`config.mk`:
```
export PLATFORM = sky130hd
export DESIGN_NAME = outbuf_vc_fifo
export DESIGN_NICKNAME = d
export VERILOG_FILES = /design/src/rtl/outbuf_vc_fifo.sv
export SDC_FILE = /design/constraint.sdc
export NUM_CORES = 1
export LEC_CHECK = 0
export BUFFER_PORTS_ARGS = -buffer_cell sky130_fd_sc_hd__clkbuf_2
export CORE_MARGIN = 2
export CORE_UTILIZATION = 35
export CTS_CLUSTER_SIZE = 8
export DETAILED_ROUTE_END_ITERATION = 10
export PLACE_DENSITY = 0.59
export SLEW_MARGIN = 20
export SYNTH_ARGS = -nofsm -noshare
export SYNTH_HDL_FRONTEND = slang
export SYNTH_SLANG_ARGS = --single-unit
export TNS_END_PERCENT = 10
```
`constraint.sdc`:
```
create_clock -name clk -period 2.6 [get_ports clk]
set_input_delay 0.52 -clock clk [delete_from_list [all_inputs] [get_ports clk]]
set_output_delay 0.52 -clock clk [all_outputs]
set_load 0.02 [all_outputs]
```
`src/rtl/outbuf_vc_fifo.sv`:
```
// Output buffer for one router output port: NUM_VC virtual-channel FIFOs, written by the
// crossbar only for the VC in internal phase and drained to the link only for the VC in external phase.
module outbuf_vc_fifo #(
    parameter int DATA_W = 64,
    parameter int NUM_VC = 2,
    parameter int DEPTH  = 2,
    localparam int VC_W  = (NUM_VC > 1) ? $clog2(NUM_VC) : 1,
    localparam int CNT_W = $clog2(DEPTH + 1)
) (
    input  logic                    clk,
    input  logic                    reset_n,
    input  logic                    enq,
    input  logic [VC_W-1:0]         enq_vc,
    input  logic [DATA_W-1:0]       d_in,
    input  logic [VC_W-1:0]         int_vc,
    input  logic [VC_W-1:0]         ext_vc,
    output logic                    enq_ack,
    output logic                    so,
    input  logic [NUM_VC-1:0]       ro,
    output logic [DATA_W-1:0]       d_out,
    output logic [NUM_VC-1:0]       full,
    output logic [NUM_VC-1:0]       empty,
    output logic [NUM_VC*CNT_W-1:0] count,
    output logic                    drop_err
);
    localparam int PTR_W = (DEPTH > 1) ? $clog2(DEPTH) : 1;
    localparam logic [PTR_W-1:0] LAST_PTR = PTR_W'(DEPTH - 1);
    localparam logic [CNT_W-1:0] FULL_CNT = CNT_W'(DEPTH);

    logic [DATA_W-1:0] mem  [NUM_VC][DEPTH];
    logic [PTR_W-1:0]  wptr [NUM_VC];
    logic [PTR_W-1:0]  rptr [NUM_VC];
    logic [CNT_W-1:0]  cnt  [NUM_VC];
    logic [NUM_VC-1:0] wr_sel;
    logic [NUM_VC-1:0] rd_sel;
    logic              drop_hit;

    always_comb begin
        full  = '0;
        empty = '0;
        count = '0;
        for (int v = 0; v < NUM_VC; v++) begin
            full[v]  = (cnt[v] == FULL_CNT);
            empty[v] = (cnt[v] == '0);
            count[v*CNT_W +: CNT_W] = cnt[v];
        end
    end

    // Handshakes: a write transfers on the rising edge where enq_ack is high; a flit leaves on the
    // rising edge where so is high. d_out shows the ext VC head whenever it is non-empty, regardless of ro.
    // Per-VC loops keep out-of-range int_vc/ext_vc from selecting anything.
    always_comb begin
        wr_sel   = '0;
        rd_sel   = '0;
        drop_hit = 1'b0;
        d_out    = '0;
        for (int v = 0; v < NUM_VC; v++) begin
            if (enq && enq_vc == VC_W'(v) && int_vc == VC_W'(v)) begin
                wr_sel[v] = reset_n & ~full[v];
                drop_hit  = full[v];
            end
            if (ext_vc == VC_W'(v) && !empty[v]) begin
                rd_sel[v] = reset_n & ro[v];
                d_out     = mem[v][rptr[v]];
            end
        end
        enq_ack = |wr_sel;
        so      = |rd_sel;
    end

    always_ff @(posedge clk or negedge reset_n) begin
        if (!reset_n) begin
            drop_err <= 1'b0;
            for (int v = 0; v < NUM_VC; v++) begin
                wptr[v] <= '0;
                rptr[v] <= '0;
                cnt[v]  <= '0;
                for (int e = 0; e < DEPTH; e++) begin
                    mem[v][e] <= '0;
                end
            end
        end else begin
            if (drop_hit) begin
                drop_err <= 1'b1;
            end
            for (int v = 0; v < NUM_VC; v++) begin
                if (wr_sel[v]) begin
                    mem[v][wptr[v]] <= d_in;
                    wptr[v] <= (wptr[v] == LAST_PTR) ? '0 : wptr[v] + PTR_W'(1);
                end
                if (rd_sel[v]) begin
                    rptr[v] <= (rptr[v] == LAST_PTR) ? '0 : rptr[v] + PTR_W'(1);
                end
                // Simultaneous write and send leave the occupancy unchanged.
                if (wr_sel[v] && !rd_sel[v]) begin
                    cnt[v] <= cnt[v] + CNT_W'(1);
                end else if (!wr_sel[v] && rd_sel[v]) begin
                    cnt[v] <= cnt[v] - CNT_W'(1);
                end
            end
        end
    end

endmodule

```
# Yosys cells after proc, flatten, opt, wreduce, memory -nomap -nowiden
# Index checks and enable logic that the tools add are counted.
# op_classes
reduce_logical	24
add_sub_neg	8
n_eq_ne	2
n_bitwise	13
muxes	28
magnitude_cmp	6
# ops
cell	n
$mux 64	10
$bwmux 128	2
$demux 64 s1	2
$logic_and 1x1->1	12
$mux 1	10
$ge 2x2->1 const B	4
$mux 2	4
$not 1->2	4
$logic_not 1->1	6
$not 1->1	5
$add 1x1->1 const B	4
$add 2x1->2 const B	2
$and 1x1->1	4
$eq 2x2->1 const B	2
$logic_not 2->1	2
$lt 2x1->1 const B	2
$reduce_bool 2->1	2
$reduce_or 2->1	2
$sub 2x1->2 const B	2
# totals
ff_bits	265
output_inout_bits	75
wordCells	92

# Depth between registers and ports, before layout
# Gate-level depths: netlist of the first run.
# logic_depth
word_depth	8
mapped_depth	7
depth_no_buf	7

# Worst setup path before layout of the first run
# No wires, ideal clock.
# synth_path
kind	flip-flop to output port
from	reg cnt (netlist bit count[2])
to	out enq_ack
path_buffers	1
stages_incl_launch_ff	5
path_slack_ps	320
arrival_ps	1760
path_cell_list	dfrtp_1 buf_2 nor2b_1 nor3_1 or2_2
# synth_via
elab_chain_cells	5
# synth_rtl
item	line	source
start: declaration	33	logic [CNT_W-1:0] cnt [NUM_VC];
start signal: indexed assignment	96	cnt[v] <= cnt[v] + CNT_W'(1);
start signal: indexed assignment	98	cnt[v] <= cnt[v] - CNT_W'(1);
$eq 2x2->1	43	full[v] = (cnt[v] == FULL_CNT);
via full[1]	21	output logic [NUM_VC-1:0] full,
$not 1->1	59	wr_sel[v] = reset_n & ~full[v];
$and 1x1->1	59	
$mux 1	58	if (enq && enq_vc == VC_W'(v) && int_vc == VC_W'(v)) begin
via wr_sel[1]	34	logic [NUM_VC-1:0] wr_sel;
$reduce_or 2->1	67	enq_ack = |wr_sel;
end: declaration	17	output logic enq_ack,
# The timed path passes the listed nets, and every way through them passes these cells.

# Final worst setup path of the first run
# layout_path
from	reg cnt (netlist bit count[0])
to	out enq_ack
# layout_via
elab_chain_cells	5
# layout_rtl
item	line
$eq 2x2->1	43
$not 1->1	59
$and 1x1->1	59
$mux 1	58
via wr_sel[0]	34
$reduce_or 2->1	67
# The timed path passes the listed nets, and every way through them passes these cells.

==> results of run 1 <==
-- worst paths after layout --
path	start	endpoint	slack, ns
worst min register to register	drop_err	drop_err	0.48
worst max-delay path	count[0]	enq_ack	0.11
worst min-delay path	reset_n	mem[141]	0.05
worst max register to register	count[2]	mem[71]	0.64
min in group clk	d_in[39]	mem[39]	0.29
max in group asynchronous	reset_n	rptr[0]	0.84
-- per-stage QoR --
step                setup WS, ns  power [W]    util
floorplan                 0.3200    0.01195       -
global placement          0.3517    0.01416  0.3956
detailed placement        0.2669    0.01432  0.3956
CTS                    0.0009683    0.01909  0.4303
global route           -0.007798    0.02003  0.4309
finish                    0.1083    0.01882  0.4309
-- logic make-up after synthesis --
logic type,after synthesis,synth area share
xor+xnor,10,0.007398
flops,265,0.5601
fa+ha+maj,2,0.002113
simple gates,22,0.01342
buf+inv,56,0.02780
compound gates,70,0.03741
mux,384,0.3517
-- power by group through the flow --
| stage | Sequential [W] | Clock, W | Combinational [W] |
|---|---|---|---|
| 2_1_floorplan | 0.00691 | 0 | 0.00504 |
| 3_3_place_gp | 0.00732 | 0 | 0.00685 |
| 3_5_place_dp | 0.00738 | 0 | 0.00694 |
| 4_1_cts | 0.00728 | 0.00470 | 0.00710 |
| 5_1_grt | 0.00751 | 0.00489 | 0.00764 |
| 6_report | 0.00722 | 0.00454 | 0.00706 |
-- cells in the mapped netlist (all sizes together) --
| master | count |
|---|---|
| dfrtp | 265 |
| mux2 | 256 |
| mux2i | 128 |
| o22ai | 65 |
| buf | 37 |
| clkbuf | 16 |
| xor2 | 6 |
| nor2 | 4 |
| xnor2 | 4 |
| inv | 3 |
| nand2 | 3 |
| nor3 | 3 |
| ha | 2 |
| nor4 | 2 |
| or2 | 2 |
| a21o | 1 |
| and2 | 1 |
| nand2b | 1 |
| nand3 | 1 |
| nand4 | 1 |
| nand4b | 1 |
| nor2b | 1 |
| nor3b | 1 |
| o2111ai | 1 |
| o21ai | 1 |
| o21bai | 1 |
| o31ai | 1 |
| or3 | 1 |
-- critical path, delay by kind of cell, from the launching register on --
kind	cells	cell delay [ns]
DFF	1	0.45
buffers and inverters	3	0.45
and+or+nand+nor	3	0.56
-- cell type report --
type                       count  area [um^2]  share of cell area
clock inverter                 1        30.03            0.002083
timing repair buffer         183         1222             0.08481
clock buffer                  44         1047             0.07266
sequential                   265         6641              0.4608
inverter                       3        11.26           0.0007813
tap                          448        560.5             0.03889
multi-input combinational    488         4901              0.3400
-- timing repair --
action	in CTS	in global routing
gates cloned	0	0
endpoints found under the setup margin	66	11
gates resized for setup	1	3
hold buffers	2	0
pin swaps	1	0
setup buffers	4	2
hold endpoints to repair	11	0
-- flip-flops by register name, summed over array words and instances, names as in the netlist --
signal    cells
drop_err      1
mem         256
count         4
wptr          2
rptr          2
-- metal layers --
metal | up-vias | track usage | routed length [um]
li1 | 3316 | - | -
met1 | 3727 | 0.2208 | 13020
met2 | 134 | 0.2688 | 13550
met3 | 39 | 0.03949 | 1403
met4 | 2 | 0.04119 | 449
met5 | - | 0 | 13
==> results.json, run 1 <==
{
  "port_buffers": 146,
  "netlist_area_um2": 11840,
  "grt_use_total": 0.1646,
  "hold_path.class": "in -> async",
  "worst-setup-path-type": "reg -> out",
  "status": "completed",
  "p_clk_frac": 0.241,
  "boundaryPins": 147,
  "sequentialPowerShare": 0.383,
  "wl_per_cell_um": 19.86,
  "design.core.area_um2": 33450,
  "grt-ovfl-total": 0,
  "instances_no_fill": 1432,
  "area_delta_synth_final_pct": 21.75,
  "cp-end-kind": "primary output",
  "finClkSkew_ns": 0.008339,
  "cts_tree": "built",
  "slew-limit-headroom": 0.3928,
  "combPwrFrac": 0.375,
  "syn_inst": 809,
  "worst-path-max-fanout": 6,
  "antenna_found_initial": 1,
  "avgSynthCellArea_um2": 14.63,
  "cts_buffers": 39,
  "synthTopCellsByArea": "dfrtp_1 56%, mux2_2 23%, mux2i_1 11%, o22ai_1 3.4%, mux2_1 1.4%",
  "rsz0062_at_grt": "true",
  "final_common_cell": "dfrtp_1",
  "crit_path_cell_trace": "nand2b_1, inv_2, nor4_1, buf_4, or2_2, clkbuf_2",
  "hold_viol": 0,
  "ys_seq_area_frac": 0.5601,
  "hold_slack_ns": 0.05390,
  "viasPerCell": 5.041,
  "final_cell_mix": "261 x dfrtp_1, 241 x mux2_2, 145 x clkbuf_2",
  "finalInstanceArea_um2": 14410,
  "fin_crit_sh": 0.9584,
  "via_count": 7218,
  "switching_share": 0.3337,
  "maxSlewViolCount": 0,
  "finalSetupViolCount": 0,
  "cts_htree_levels": 2,
  "syn_nets": 883,
  "die_w_um": 187.9,
  "dpl.cell_count": 1379,
  "nets": 1054,
  "worstPathArrival_ns": 1.97,
  "die-height_um": 187.9,
  "synth_top_area_frac": 0.5601,
  "grt_max_degree": 115,
  "reg2reg_depth": 5,
  "drtAntennaViolNets": 0,
  "power_density_nw_per_um2": 1306,
  "max_cap_viol_count": 0,
  "synth.distinct_cells": 34,
  "cts_sinks": 265,
  "fmax_mhz": 401.3,
  "remaining_drc_errors": 0,
  "dr.pass1.iters": 4,
  "cts_root_buffer": "clkbuf_16",
  "startpoint_type": "flop",
  "ir_worst_vdd_uv": 598.2,
  "worst-slew-pin-transition_ns": 0.9107,
  "switchingPower_w": 0.006282,
  "gp_congestion": 0.7080,
  "postSynthRegisterBits": 265,
  "grt_pass1_vias": 7770,
  "cts.reportedPaths.clkPinSlew_ns": 0.05,
  "yosysTopAreaCell": "dfrtp_1",
  "cp_slowest_cell": "dfrtp_2",
  "placed_area_um2": 13230,
  "dieArea_um2": 35310,
  "first_iter_violations": 283,
  "nFillCells": 3072,
  "clk_latency_ns": 0.50,
  "grt_pass1_wl_um": 45660,
  "drt-total-wl_um": 28440,
  "p_leak_nw": 6.710,
  "cts_buffer_depth": 3,
  "hpwl_um": 17250,
  "initial_core_util": 0.3539,
  "antenna_cells": 0,
  "intPower_w": 0.01254,
  "critical-path-max-stage-delay_ns": 0.45,
  "fin_crit_ns": 2.492,
  "finalSetupTns_ns": 0,
  "worstPathRequired_ns": 2.08,
  "ys.warnings.count": 0,
  "layout-drive-gt1-share": 0.4858,
  "row_count": 67
}
Note: power is estimated with default switching activity, not from simulation.
==> run 2: changes to the inputs <==
CAP_MARGIN = 20   (was not set)
RECOVER_POWER = 100   (was not set)
==> results.json, run 2 (synthesized netlist as in run 1, its figures left out) <==
{
  "post-place-ws_ns": 0.2669,
  "hpwl_um": 17250,
  "drtAntennaViolNets": 0,
  "grt-ovfl-total": 0,
  "dieArea_um2": 35310,
  "grt_pass1_vias": 7770,
  "fmax_mhz": 399.6,
  "port_buffers": 146,
  "instances_no_fill": 1432,
  "viasPerCell": 5.051,
  "cts_htree_levels": 2,
  "final_cell_mix": "261 x dfrtp_1, 241 x mux2_2, 128 x mux2i_1",
  "setup.worst_path.start": "rptr[1]",
  "wl_per_cell_um": 19.86,
  "cts_sinks": 265,
  "dpl.cell_count": 1379,
  "largest_register_ffs": 256,
  "ir_worst_vdd_uv": 594.9,
  "dr.pass1.iters": 4,
  "finClkSkew_ns": 0.007568,
  "largest-register": "mem",
  "grt_max_degree": 115,
  "die-height_um": 187.9,
  "via_count": 7233,
  "violations": "capacitance limit, slew limit",
  "drt-total-wl_um": 28440,
  "p_leak_nw": 6.592,
  "finalSetupViolCount": 0,
  "met1_length_um": 13090,
  "worst-setup-path-type": "reg -> out",
  "grt_pass1_wl_um": 45660,
  "rsz0062_at_grt": "true",
  "cts_root_buffer": "clkbuf_16",
  "min_from": "d_in[39]",
  "power_density_nw_per_um2": 1309,
  "nets": 1054,
  "met2_length_um": 13590,
  "hold_path.class": "in -> reg",
  "design.core.area_um2": 33450,
  "cts_tree": "built",
  "worst_slack_ns": 0.09745,
  "cp-end-kind": "primary output",
  "highest_layer": "met5",
  "initial_core_util": 0.3539,
  "r2r-start": "count[0]",
  "status": "finished with violations",
  "p_total_w": 0.01868,
  "clk_latency_ns": 0.50,
  "gp_congestion": 0.7080,
  "rrSetupSlack_ns": 0.23,
  "antenna_found_initial": 1,
  "layout-drive-gt1-share": 0.4604,
  "cts_buffers": 39,
  "cts.reportedPaths.clkPinSlew_ns": 0.05,
  "worst-slew-pin-transition_ns": 1.606,
  "grt_use_total": 0.1646,
  "worst-path-max-fanout": 13,
  "row_count": 67,
  "boundaryPins": 147,
  "final_common_cell": "dfrtp_1",
  "startpoint_type": "flop",
  "remaining_drc_errors": 0,
  "die_w_um": 187.9,
  "dr_wl_met3_um": 1307,
  "worstPathArrival_ns": 1.98,
  "cts_buffer_depth": 3,
  "maxSlewViolCount": 115,
  "hold_viol": 0,
  "first_iter_violations": 273,
  "fin_crit_sh": 0.9625,
  "worstPathRequired_ns": 2.08,
  "area_delta_synth_final_pct": 20.57,
  "fin_crit_ns": 2.503,
  "slew-limit-headroom": -0.07056,
  "antenna_cells": 0,
  "max_cap_viol_count": 1
}
==> run 2: cell types whose count changed in the layout (fill, tap and decap cells not counted) <==
| cell | change |
|---|---|
| buf_4 | -7 |
| clkbuf_2 | -20 |
| buf_6 | +3 |
| buf_16 | -1 |
| clkbuf_4 | +7 |
| buf_12 | -7 |
| clkbuf_1 | +25 |
==> run 2: metal layers <==
| layer | global-route usage | up-vias |
|---|---|---|
| met5 | 0 | - |
| li1 | - | 3312 |
| met2 | 0.2688 | 138 |
| met4 | 0.04119 | 2 |
| met3 | 0.03949 | 39 |
| met1 | 0.2208 | 3742 |
==> run 2: critical path, stage by stage (launching register included) <==
cell	delay [ns]
dfrtp_4	0.64
buf_6	0.25
mux2i_1	0.10
o22ai_1	0.26
clkbuf_2	0.23
==> run 2: area by class of cell <==
cell class                      instances  area (um^2)
Clock inverter                          1        30.03
Clock buffer                           44         1047
Tap cell                              448        560.5
Inverter                                3        11.26
Fill cell                            3102        19170
Multi-Input combinational cell        488         4901
Sequential cell                       265         6641
Timing Repair Buffer                  183         1082
==> run 2: through the flow <==
stage          hold slack (ns)  area [um^2]  setup TNS (ns)    util
2_1_floorplan           0.2244        11840               0       -
3_3_place_gp            0.3475        13230               0  0.3956
3_5_place_dp            0.3464        13230               0  0.3956
4_1_cts                 0.1291        14390               0  0.4303
5_1_grt                 0.2799        14270       -0.007798  0.4267
6_report                0.2945        14270               0  0.4267
==> run 2: power by group <==
group	internal (W)	switching, W	total [W]
combinational	0.00341	0.00353	0.00694
clock	0.00288	0.00166	0.00454
sequential	0.00612	0.00108	0.00720
total	0.0124	0.00627	0.0187
==> run 2: final timing paths <==
path / to / cells after the start
max: d_out[22] / 4
min: mem[39] / 2
max reg2reg: mem[140] / 4
min reg2reg: drop_err / 1
max in group asynchronous: rptr[0] / 4
min in group asynchronous: mem[141] / 2
==> run 2: repair_timing <==
item / CTS / global route
gates resized for setup: 1 / 3
setup buffers: 4 / 2
hold buffers: 2 / 0
endpoints found under the hold margin: 11 / 0
pin swaps: 1 / 0
endpoints found under the setup margin: 66 / 11
